File: src/rtl/decode_stage.sv
// decode_stage: one-cycle RV32I/RV64I integer decoder.
// Output side is a single registered bundle with valid/ready handshake,
// flush, and a saturating counter of illegal instructions handed downstream.
module decode_stage #(
  parameter int XLEN  = 64,
  parameter int CNT_W = 16
) (
  input  logic             clk,
  input  logic             rst_n,
  input  logic             in_valid,
  output logic             in_ready,
  input  logic [31:0]      in_insn,
  input  logic [XLEN-1:0]  in_pc,
  input  logic             flush,
  output logic             out_valid,
  input  logic             out_ready,
  output logic [XLEN-1:0]  out_pc,
  output logic [4:0]       out_rd,
  output logic [4:0]       out_rs1,
  output logic [4:0]       out_rs2,
  output logic [XLEN-1:0]  out_imm,
  output logic             out_reg_write,
  output logic             out_mem_read,
  output logic             out_mem_write,
  output logic             out_mem_unsigned,
  output logic             out_branch,
  output logic             out_jump,
  output logic             out_alu_src_imm,
  output logic             out_illegal,
  output logic [1:0]       out_mem_size,
  output logic [3:0]       out_alu_op,
  output logic [CNT_W-1:0] illegal_count
);

  localparam bit RV64 = (XLEN == 64);

  localparam logic [6:0] OPC_LOAD   = 7'b0000011;
  localparam logic [6:0] OPC_STORE  = 7'b0100011;
  localparam logic [6:0] OPC_OPIMM  = 7'b0010011;
  localparam logic [6:0] OPC_OP     = 7'b0110011;
  localparam logic [6:0] OPC_LUI    = 7'b0110111;
  localparam logic [6:0] OPC_AUIPC  = 7'b0010111;
  localparam logic [6:0] OPC_JAL    = 7'b1101111;
  localparam logic [6:0] OPC_JALR   = 7'b1100111;
  localparam logic [6:0] OPC_BRANCH = 7'b1100011;

  localparam logic [3:0] ALU_ADD   = 4'd0;
  localparam logic [3:0] ALU_SUB   = 4'd1;
  localparam logic [3:0] ALU_SLL   = 4'd2;
  localparam logic [3:0] ALU_SLT   = 4'd3;
  localparam logic [3:0] ALU_SLTU  = 4'd4;
  localparam logic [3:0] ALU_XOR   = 4'd5;
  localparam logic [3:0] ALU_SRL   = 4'd6;
  localparam logic [3:0] ALU_SRA   = 4'd7;
  localparam logic [3:0] ALU_OR    = 4'd8;
  localparam logic [3:0] ALU_AND   = 4'd9;
  localparam logic [3:0] ALU_PASSB = 4'd10;

  typedef struct packed {
    logic [XLEN-1:0] pc;
    logic [4:0]      rd;
    logic [4:0]      rs1;
    logic [4:0]      rs2;
    logic [XLEN-1:0] imm;
    logic            reg_write;
    logic            mem_read;
    logic            mem_write;
    logic            mem_unsigned;
    logic            branch;
    logic            jump;
    logic            alu_src_imm;
    logic            illegal;
    logic [1:0]      mem_size;
    logic [3:0]      alu_op;
  } bundle_t;

  // Widen a 32-bit immediate to XLEN by replicating bit 31. Going through a
  // 64-bit temporary avoids a zero-width replication when XLEN is 32.
  function automatic logic [XLEN-1:0] sext32(input logic [31:0] v);
    logic [63:0] w;
    w = {{32{v[31]}}, v};
    return w[XLEN-1:0];
  endfunction

  logic [6:0]  opcode;
  logic [2:0]  funct3;
  logic [6:0]  funct7;
  logic [31:0] imm_i32, imm_s32, imm_b32, imm_u32, imm_j32;
  logic        legal;
  logic        capture;
  bundle_t     dec_raw, dec;
  bundle_t     bundle_d, bundle_q;
  logic        out_valid_d, out_valid_q;
  logic [CNT_W-1:0] cnt_d, cnt_q;

  // Instruction fields and the five immediate formats, 32 bits wide
  always_comb begin
    opcode  = in_insn[6:0];
    funct3  = in_insn[14:12];
    funct7  = in_insn[31:25];
    imm_i32 = {{20{in_insn[31]}}, in_insn[31:20]};
    imm_s32 = {{20{in_insn[31]}}, in_insn[31:25], in_insn[11:7]};
    imm_b32 = {{19{in_insn[31]}}, in_insn[31], in_insn[7], in_insn[30:25],
               in_insn[11:8], 1'b0};
    imm_u32 = {in_insn[31:12], 12'b0};
    imm_j32 = {{11{in_insn[31]}}, in_insn[31], in_insn[19:12], in_insn[20],
               in_insn[30:21], 1'b0};
  end

  // Opcode/funct decode into a control bundle, legality tracked alongside
  always_comb begin
    dec_raw     = '0;
    dec_raw.pc  = in_pc;
    dec_raw.rd  = in_insn[11:7];
    dec_raw.rs1 = in_insn[19:15];
    dec_raw.rs2 = in_insn[24:20];
    legal       = 1'b1;
    case (opcode)
      OPC_LOAD: begin
        dec_raw.mem_read     = 1'b1;
        dec_raw.reg_write    = 1'b1;
        dec_raw.mem_size     = funct3[1:0];
        dec_raw.mem_unsigned = funct3[2];
        dec_raw.alu_op       = ALU_ADD;
        dec_raw.alu_src_imm  = 1'b1;
        dec_raw.imm          = sext32(imm_i32);
        if (funct3 == 3'b111) legal = 1'b0;
        // LD and LWU only exist on RV64
        if (!RV64 && (funct3 == 3'b011 || funct3 == 3'b110)) legal = 1'b0;
      end
      OPC_STORE: begin
        dec_raw.mem_write   = 1'b1;
        dec_raw.mem_size    = funct3[1:0];
        dec_raw.alu_op      = ALU_ADD;
        dec_raw.alu_src_imm = 1'b1;
        dec_raw.imm         = sext32(imm_s32);
        if (funct3[2]) legal = 1'b0;
        if (!RV64 && funct3[1:0] == 2'b11) legal = 1'b0;
      end
      OPC_OPIMM: begin
        dec_raw.reg_write   = 1'b1;
        dec_raw.alu_src_imm = 1'b1;
        dec_raw.imm         = sext32(imm_i32);
        case (funct3)
          3'b000: dec_raw.alu_op = ALU_ADD;
          3'b010: dec_raw.alu_op = ALU_SLT;
          3'b011: dec_raw.alu_op = ALU_SLTU;
          3'b100: dec_raw.alu_op = ALU_XOR;
          3'b110: dec_raw.alu_op = ALU_OR;
          3'b111: dec_raw.alu_op = ALU_AND;
          3'b001: begin
            dec_raw.alu_op = ALU_SLL;
            if (funct7[6:1] != 6'b000000) legal = 1'b0;
          end
          default: begin
            dec_raw.alu_op = funct7[5] ? ALU_SRA : ALU_SRL;
            if (funct7[6:1] != 6'b000000 && funct7[6:1] != 6'b010000) legal = 1'b0;
          end
        endcase
        // shamt[5] only addresses a valid bit position on RV64
        if (!RV64 && funct3[1:0] == 2'b01 && in_insn[25]) legal = 1'b0;
      end
      OPC_OP: begin
        dec_raw.reg_write = 1'b1;
        case (funct3)
          3'b000:  dec_raw.alu_op = funct7[5] ? ALU_SUB : ALU_ADD;
          3'b001:  dec_raw.alu_op = ALU_SLL;
          3'b010:  dec_raw.alu_op = ALU_SLT;
          3'b011:  dec_raw.alu_op = ALU_SLTU;
          3'b100:  dec_raw.alu_op = ALU_XOR;
          3'b101:  dec_raw.alu_op = funct7[5] ? ALU_SRA : ALU_SRL;
          3'b110:  dec_raw.alu_op = ALU_OR;
          default: dec_raw.alu_op = ALU_AND;
        endcase
        if (funct7 == 7'b0100000) begin
          if (funct3 != 3'b000 && funct3 != 3'b101) legal = 1'b0;
        end else if (funct7 != 7'b0000000) begin
          legal = 1'b0;
        end
      end
      OPC_LUI: begin
        dec_raw.reg_write   = 1'b1;
        dec_raw.alu_op      = ALU_PASSB;
        dec_raw.alu_src_imm = 1'b1;
        dec_raw.imm         = sext32(imm_u32);
      end
      OPC_AUIPC: begin
        dec_raw.reg_write   = 1'b1;
        dec_raw.alu_op      = ALU_ADD;
        dec_raw.alu_src_imm = 1'b1;
        dec_raw.imm         = sext32(imm_u32);
      end
      OPC_JAL: begin
        dec_raw.reg_write   = 1'b1;
        dec_raw.jump        = 1'b1;
        dec_raw.alu_op      = ALU_ADD;
        dec_raw.alu_src_imm = 1'b1;
        dec_raw.imm         = sext32(imm_j32);
      end
      OPC_JALR: begin
        dec_raw.reg_write   = 1'b1;
        dec_raw.jump        = 1'b1;
        dec_raw.alu_op      = ALU_ADD;
        dec_raw.alu_src_imm = 1'b1;
        dec_raw.imm         = sext32(imm_i32);
        if (funct3 != 3'b000) legal = 1'b0;
      end
      OPC_BRANCH: begin
        dec_raw.branch = 1'b1;
        dec_raw.imm    = sext32(imm_b32);
        case (funct3[2:1])
          2'b00:   dec_raw.alu_op = ALU_SUB;
          2'b10:   dec_raw.alu_op = ALU_SLT;
          2'b11:   dec_raw.alu_op = ALU_SLTU;
          default: legal = 1'b0;
        endcase
      end
      default: legal = 1'b0;
    endcase
    if (in_insn[1:0] != 2'b11) legal = 1'b0;
  end

  // Illegal words keep only their identifying fields; rd=x0 never writes back
  always_comb begin
    dec = dec_raw;
    if (!legal) begin
      dec         = '0;
      dec.pc      = dec_raw.pc;
      dec.rd      = dec_raw.rd;
      dec.rs1     = dec_raw.rs1;
      dec.rs2     = dec_raw.rs2;
      dec.illegal = 1'b1;
    end
    if (dec.rd == 5'd0) dec.reg_write = 1'b0;
  end

  assign in_ready = !out_valid_q || out_ready;
  assign capture  = in_valid && in_ready && !flush;

  // Output register next-state: flush beats capture beats drain/hold
  always_comb begin
    out_valid_d = out_valid_q;
    bundle_d    = bundle_q;
    if (flush) begin
      out_valid_d = 1'b0;
    end else if (capture) begin
      out_valid_d = 1'b1;
      bundle_d    = dec;
    end else if (out_valid_q && out_ready) begin
      out_valid_d = 1'b0;
    end
  end

  // Count illegal bundles as they are handed over, sticking at all-ones
  always_comb begin
    cnt_d = cnt_q;
    if (out_valid_q && out_ready && bundle_q.illegal && cnt_q != '1)
      cnt_d = cnt_q + CNT_W'(1);
  end

  // State registers with synchronous reset
  always_ff @(posedge clk) begin
    if (!rst_n) begin
      out_valid_q <= 1'b0;
      bundle_q    <= '0;
      cnt_q       <= '0;
    end else begin
      out_valid_q <= out_valid_d;
      bundle_q    <= bundle_d;
      cnt_q       <= cnt_d;
    end
  end

  assign out_valid        = out_valid_q;
  assign out_pc           = bundle_q.pc;
  assign out_rd           = bundle_q.rd;
  assign out_rs1          = bundle_q.rs1;
  assign out_rs2          = bundle_q.rs2;
  assign out_imm          = bundle_q.imm;
  assign out_reg_write    = bundle_q.reg_write;
  assign out_mem_read     = bundle_q.mem_read;
  assign out_mem_write    = bundle_q.mem_write;
  assign out_mem_unsigned = bundle_q.mem_unsigned;
  assign out_branch       = bundle_q.branch;
  assign out_jump         = bundle_q.jump;
  assign out_alu_src_imm  = bundle_q.alu_src_imm;
  assign out_illegal      = bundle_q.illegal;
  assign out_mem_size     = bundle_q.mem_size;
  assign out_alu_op       = bundle_q.alu_op;
  assign illegal_count    = cnt_q;

endmodule

File: config.mk
export PLATFORM = sky130hd
export DESIGN_NAME = decode_stage
export DESIGN_NICKNAME = d
export VERILOG_FILES = /design/src/rtl/decode_stage.sv
export SDC_FILE = /design/constraint.sdc
export NUM_CORES = 1
export LEC_CHECK = 0
export ABC_CLOCK_PERIOD_IN_PS = 1800
export CAP_MARGIN = 20
export CORE_MARGIN = 2
export CORE_UTILIZATION = 40
export DETAILED_ROUTE_END_ITERATION = 6
export DONT_BUFFER_PORTS = 1
export MAX_ROUTING_LAYER = met4
export PLACE_DENSITY = 0.64
export SLEW_MARGIN = 0
export SYNTH_ARGS = -nofsm -noshare
export SYNTH_HDL_FRONTEND = slang
export SYNTH_SLANG_ARGS = --single-unit
export TNS_END_PERCENT = 20
File: constraint.sdc
create_clock -name clk -period 1.8 [get_ports clk]
set_clock_uncertainty 0.2 [all_clocks]
set_input_delay 0.36 -clock clk [delete_from_list [all_inputs] [get_ports clk]]
set_output_delay 0.36 -clock clk [all_outputs]
set_load 0.01 [all_outputs]
=== Word-level counts from Yosys, hierarchy flattened ===
Cells that the tools add are included.

* Input bits: 101
* Register bits: 174
* Output and inout bits: 175
* Word-level logic and storage cells: 102

* Eq/ne operators: 23
* Bitwise operators: 2
* Reductions and logical operators: 28
* Multiplexer cells: 31
* Add/subtract/negate cells: 1

{| class="wikitable"
|+ Operator list
! cell !! count
|-
| $pmux W64 S5 || 1
|-
| $mux W78 || 1
|-
| $pmux W4 S7 || 2
|-
| $eq A7 B6 Y1 const B || 4
|-
| $mux W1 || 22
|-
| $eq A7 B7 Y1 const B || 3
|-
| $add A16 B1 Y16 const B || 1
|-
| $ne A16 B16 Y1 const B || 1
|-
| $pmux W4 S4 || 1
|-
| $eq A7 B5 Y1 const B || 2
|-
| $reduce_or A7 Y1 || 2
|-
| $eq A3 B3 Y1 const B || 4
|-
| $pmux W3 S3 || 1
|-
| $reduce_or A3 Y1 || 3
|-
| $reduce_or A2 Y1 || 4
|-
| $eq A7 B2 Y1 const B || 1
|-
| $logic_and A1 B1 Y1 || 7
|-
| $pmux W1 S7 || 1
|-
| $reduce_bool A7 Y1 || 1
|-
| $eq A3 B2 Y1 const B || 2
|-
| $ne A6 B5 Y1 const B || 1
|-
| $reduce_bool A6 Y1 || 1
|-
| $reduce_or A6 Y1 || 1
|-
| $logic_not A5 Y1 || 1
|-
| other kinds (14) || 17
|}

=== Depth between registers and ports, before layout ===
* Word-level depth: 8
* Mapped depth: 8
* Gate-level depth less buffers: 6

=== Worst setup path after synthesis ===
Ideal clock, no wire load.

* Path type: input-to-reg
* From: input port in_insn[4]
* To: register bundle_q, in the netlist out_alu_op[0]
* Setup slack: -0.210 ns
* Path buffers: 2
* Data required time: 1.470 ns
* Stages on the path: 7
* Library setup time: 0.130 ns
* Arrival time: 1.681 ns
* Cells stage by stage: buf_4 > and4b_2 > nand2_1 > o21ai_0 > a211oi_4 > buf_6 > o31ai_1

* Longest elaborated chain between the ends: 5
* Elaborated cells between the ends (all ways): 14
* Those cells by class: eq/ne: 9; mux: 4; reduce/logical: 1

{| class="wikitable"
|+ Ends and longest elaborated chain
! item !! RTL line !! text
|-
| start, declared || 12 || <nowiki>input logic [31:0] in_insn,</nowiki>
|-
| $eq A7 B7 Y1 (tied with other cells) || 118 || <nowiki>case (opcode)</nowiki>
|-
| $reduce_or A3 Y1 (no line) || n/a ||
|-
| $pmux W1 S7 || 118 ||
|-
| $mux W1 || 220 || <nowiki>if (in_insn[1:0] != 2'b11) legal = 1'b0;</nowiki>
|-
| $mux W78 (*) || 226 || <nowiki>if (!legal) begin</nowiki>
|-
| end signal, assigned || 269 || <nowiki>bundle_q <= bundle_d;</nowiki>
|-
| end, declared || 92 || <nowiki>bundle_t bundle_d, bundle_q;</nowiki>
|}

Every way passes the cells marked *; elsewhere a longest branch is shown, timed or not.
A chain may end at the register's enable or synchronous reset.

=== Worst setup path in the final report ===
* From: register cnt_q[2], in the netlist illegal_count[2]
* To: register cnt_q[5], in the netlist illegal_count[5]

* Longest elaborated chain between the ends: 2
* Elaborated cells between the ends (all ways): 3
* Those cells by class: add/sub: 1; eq/ne: 1; reduce/logical: 1

{| class="wikitable"
|+ Ends and longest elaborated chain
! item !! RTL line !! text
|-
| start, declared || 94 || <nowiki>logic [CNT_W-1:0] cnt_d, cnt_q;</nowiki>
|-
| start signal, assigned || 270 || <nowiki>cnt_q <= cnt_d;</nowiki>
|-
| parallel branches: the longest is 2 deep, another holds $add A16 B1 Y16 || n/a ||
|}

Several ways; the timed one is not identified.

==> metrics <==
result of the run complete, but fails checks; failing checks negative setup slack; drt total wl 19.56 mm; unique cell type count in the Yosys netlist 54; number of setup violations in the final report 1; share of synthesized registers carrying an async set or reset 0%; combinational family with the most area after synthesis simple AND/OR/NAND/NOR gates; number of placement rows 44; Post-Route Hold Slack 9.239 ps; kind of launch point of the worst setup path flip-flop; Power Total between 7000 and 8000 uW; most common cell after layout, fill and taps aside nand2_1; final std cell area, no fill 8083 um^2; count of port buffers added during placement 0; maximum fanout encountered on the critical timing path 9; Die Width 126.2 um; Seq cells post-synth 142; number of top-level pins approximately 280; max-cap violations 0; ratio of routed vias to standard cells 5.591; number of antenna violations at the first check in global routing 0; ratio of cells with drive above 1 in the final layout 15.99%; core box area approximately 15000 um^2; transition time at the pin with the least slew margin 587.8 ps; Layout Utilization 55.40%; maximum buffer depth of the clock tree 2; largest net degree at the start of global routing 60; die boundary height 126.2 um; share of the synthesized netlist area taken by xor and xnor gates 0.5861%; setup repair after global routing missed its margin true; synth-to-layout area growth 35.23%; total congestion overflow 0; number of clock buffers inserted by TritonCTS 17; number of remaining DRC errors 0; Post-Synthesis Mean Instance Area 7.991 um^2; initial cell density of the core 40.97%; vias after detailed routing 5820; critical path class flip-flop to flip-flop; Clock Latency Late Sink approximately 410 ps; clock sink total around 140; ys flop type dfxtp_1; sequential area share after synthesis 47.56%; maximum ir drop on the vdd rail 604.4 uV; complex-gate fraction of the synthesized area 19.93%; least setup slack across all paths after layout -14.34 ps; Fmax achieved 551.2 MHz; capturing element type of the critical path flip-flop; number of antenna-violating nets in the routed design 0; summed negative setup slack over all endpoints -14.34 ps; number of filler instances in the final layout 1255; share of the cycle needed by the critical path after routing 100.8%; die footprint 15940 um^2; clock-pin slew of the registers on the worst-case setup and hold paths 60 ps; Synth Cell Area 5977 um^2; area post-placement about 6300 um^2; Max-slew headroom around three fifths; overall routing resource usage 24.49%; multiplexer area fraction after synthesis less than 1%; Detailed Place HPWL 13.18 mm; number of H-tree levels 4; buffer cell driving the clock tree root clkbuf_16; power density relative to cell area 912.8 nW/um^2; Antenna Cells 0; wire length per cell after detailed routing about 19 um; number of flops mapped to enable cells by yosys 0; drt first-iter violations 323; leading cell types in the layout, fill and taps excluded nand2_1 (217), dfxtp_1 (140), a21oi_1 (110), dlygate4sd3_1 (95), buf_4 (53); Arr. time, crit path 1960 ps; Synth Area in Adders 0.2093%; wire length of the first global-routing pass 30.35 mm; simple-gate portion of the synthesized area 22.80%; count of TritonRoute iterations in the first routing pass 5; TritonCTS clock tree yes; Final Hold Vio Count 0; shortest clock period the worst path allows after layout 1814 ps; data required time of the critical path between 1500 and 2000 ps; Post-layout nets 946; Leakage 0.002957 uW; final number of max-transition violations 0; classification of the worst-slack hold path input port to flip-flop; placer congestion estimate 0.8607; Net Count, Synth 850; vias in the first global route 5874; Syn Inst Count 748; number of warnings issued by yosys 0
-- critical path, cell delays in order (launching register included) --
cell	delay [ps]
dfxtp_1	310
and4_1	210
nand4_1	150
o21ai_1	90
buf_4	170
or4_1	480
a21oi_1	140
-- what timing repair did --
action | in CTS | in global routing
endpoints found under the hold margin | 118 | 0
cloned | 0 | 1
pin swaps | 4 | 2
resized for setup | 5 | 41
buffers inserted | 1 | 3
hold buffers | 95 | 0
setup endpoints to repair | 114 | 112
-- per-layer routing --
| metal | up-vias | track usage [%] | wire (um) |
|---|---|---|---|
| met5 | - | - | 0 |
| met4 | 0 | 11.31 | 565 |
| met3 | 45 | 7.901 | 1510 |
| met2 | 259 | 39.22 | 9540 |
| met1 | 2769 | 27.92 | 7941 |
| li1 | 2747 | - | - |
-- sequential cells by signal, indices dropped and copies added (netlist names) --
register / count
out_mem_read: 1
out_rs1: 5
out_alu_src_imm: 1
out_mem_unsigned: 1
out_illegal: 1
out_imm: 32
out_rs2: 5
out_mem_size: 2
out_branch: 1
out_mem_write: 1
out_rd: 5
out_pc: 64
out_jump: 1
out_alu_op: 4
illegal_count: 16
out_valid: 1
out_reg_write: 1
-- cell usage after synthesis (6+ instances only) --
master | instances | area (um^2)
nor2b_1 | 8 | 50.05
dfxtp_1 | 142 | 2843
inv_1 | 9 | 33.78
o21ai_0 | 25 | 125.1
a21oi_1 | 110 | 550.5
nor2_1 | 13 | 48.80
clkbuf_1 | 37 | 138.9
or3_1 | 7 | 43.79
and2_1 | 6 | 37.54
buf_4 | 33 | 247.7
nand2_1 | 219 | 822.0
o31ai_1 | 36 | 270.3
nand3_1 | 12 | 60.06
nand4_1 | 12 | 75.07
-- final cells by class --
type	instances	area, um^2	area share (%)
sequential	142	2848	35.23
multi-input combinational	512	2804	34.69
timing repair buffer	161	1590	19.67
clock buffer	18	429.2	5.310
tap	184	230.2	2.848
clock inverter	14	143.9	1.780
inverter	10	37.54	0.4644
-- power breakdown --
| part | internal (uW) | switching [uW] | leakage [uW] |
|---|---|---|---|
| registers | 3230 | 108 | 0.00115 |
| logic | 308 | 318 | 0.00152 |
| clock network | 1960 | 1460 | 0.000283 |
-- through the flow --
| step | setup slack [ps] | cells |
|---|---|---|
| 2_1_floorplan | -185.1 | 748 |
| 3_3_place_gp | -313.4 | 909 |
| 3_5_place_dp | -382.1 | 909 |
| 4_1_cts | -18.63 | 1037 |
| 5_1_grt | -55.57 | 1041 |
| 6_report | -14.34 | 1041 |
-- cells by family (layout without fill, tap and decap cells) --
kind of cell / Yosys count / after routing
and+or+nand+nor: 306 / 306
AOI/OAI and AO/OA: 199 / 199
DFF: 142 / 142
buffers and inverters: 94 / 203
xor gates and xnor gates: 4 / 4
muxes: 2 / 2
adders and majority gates: 1 / 1
-- worst paths after layout --
kind,from,to,slack (ps),cells past startpoint
worst min-delay path,in_insn[24],out_imm[4],9,2
worst max register to register,illegal_count[2],illegal_count[5],-10,6
worst max-delay path,illegal_count[2],illegal_count[5],-10,6
worst min register to register,out_imm[8],out_imm[8],300,2
(Power assumes the default switching activity.)
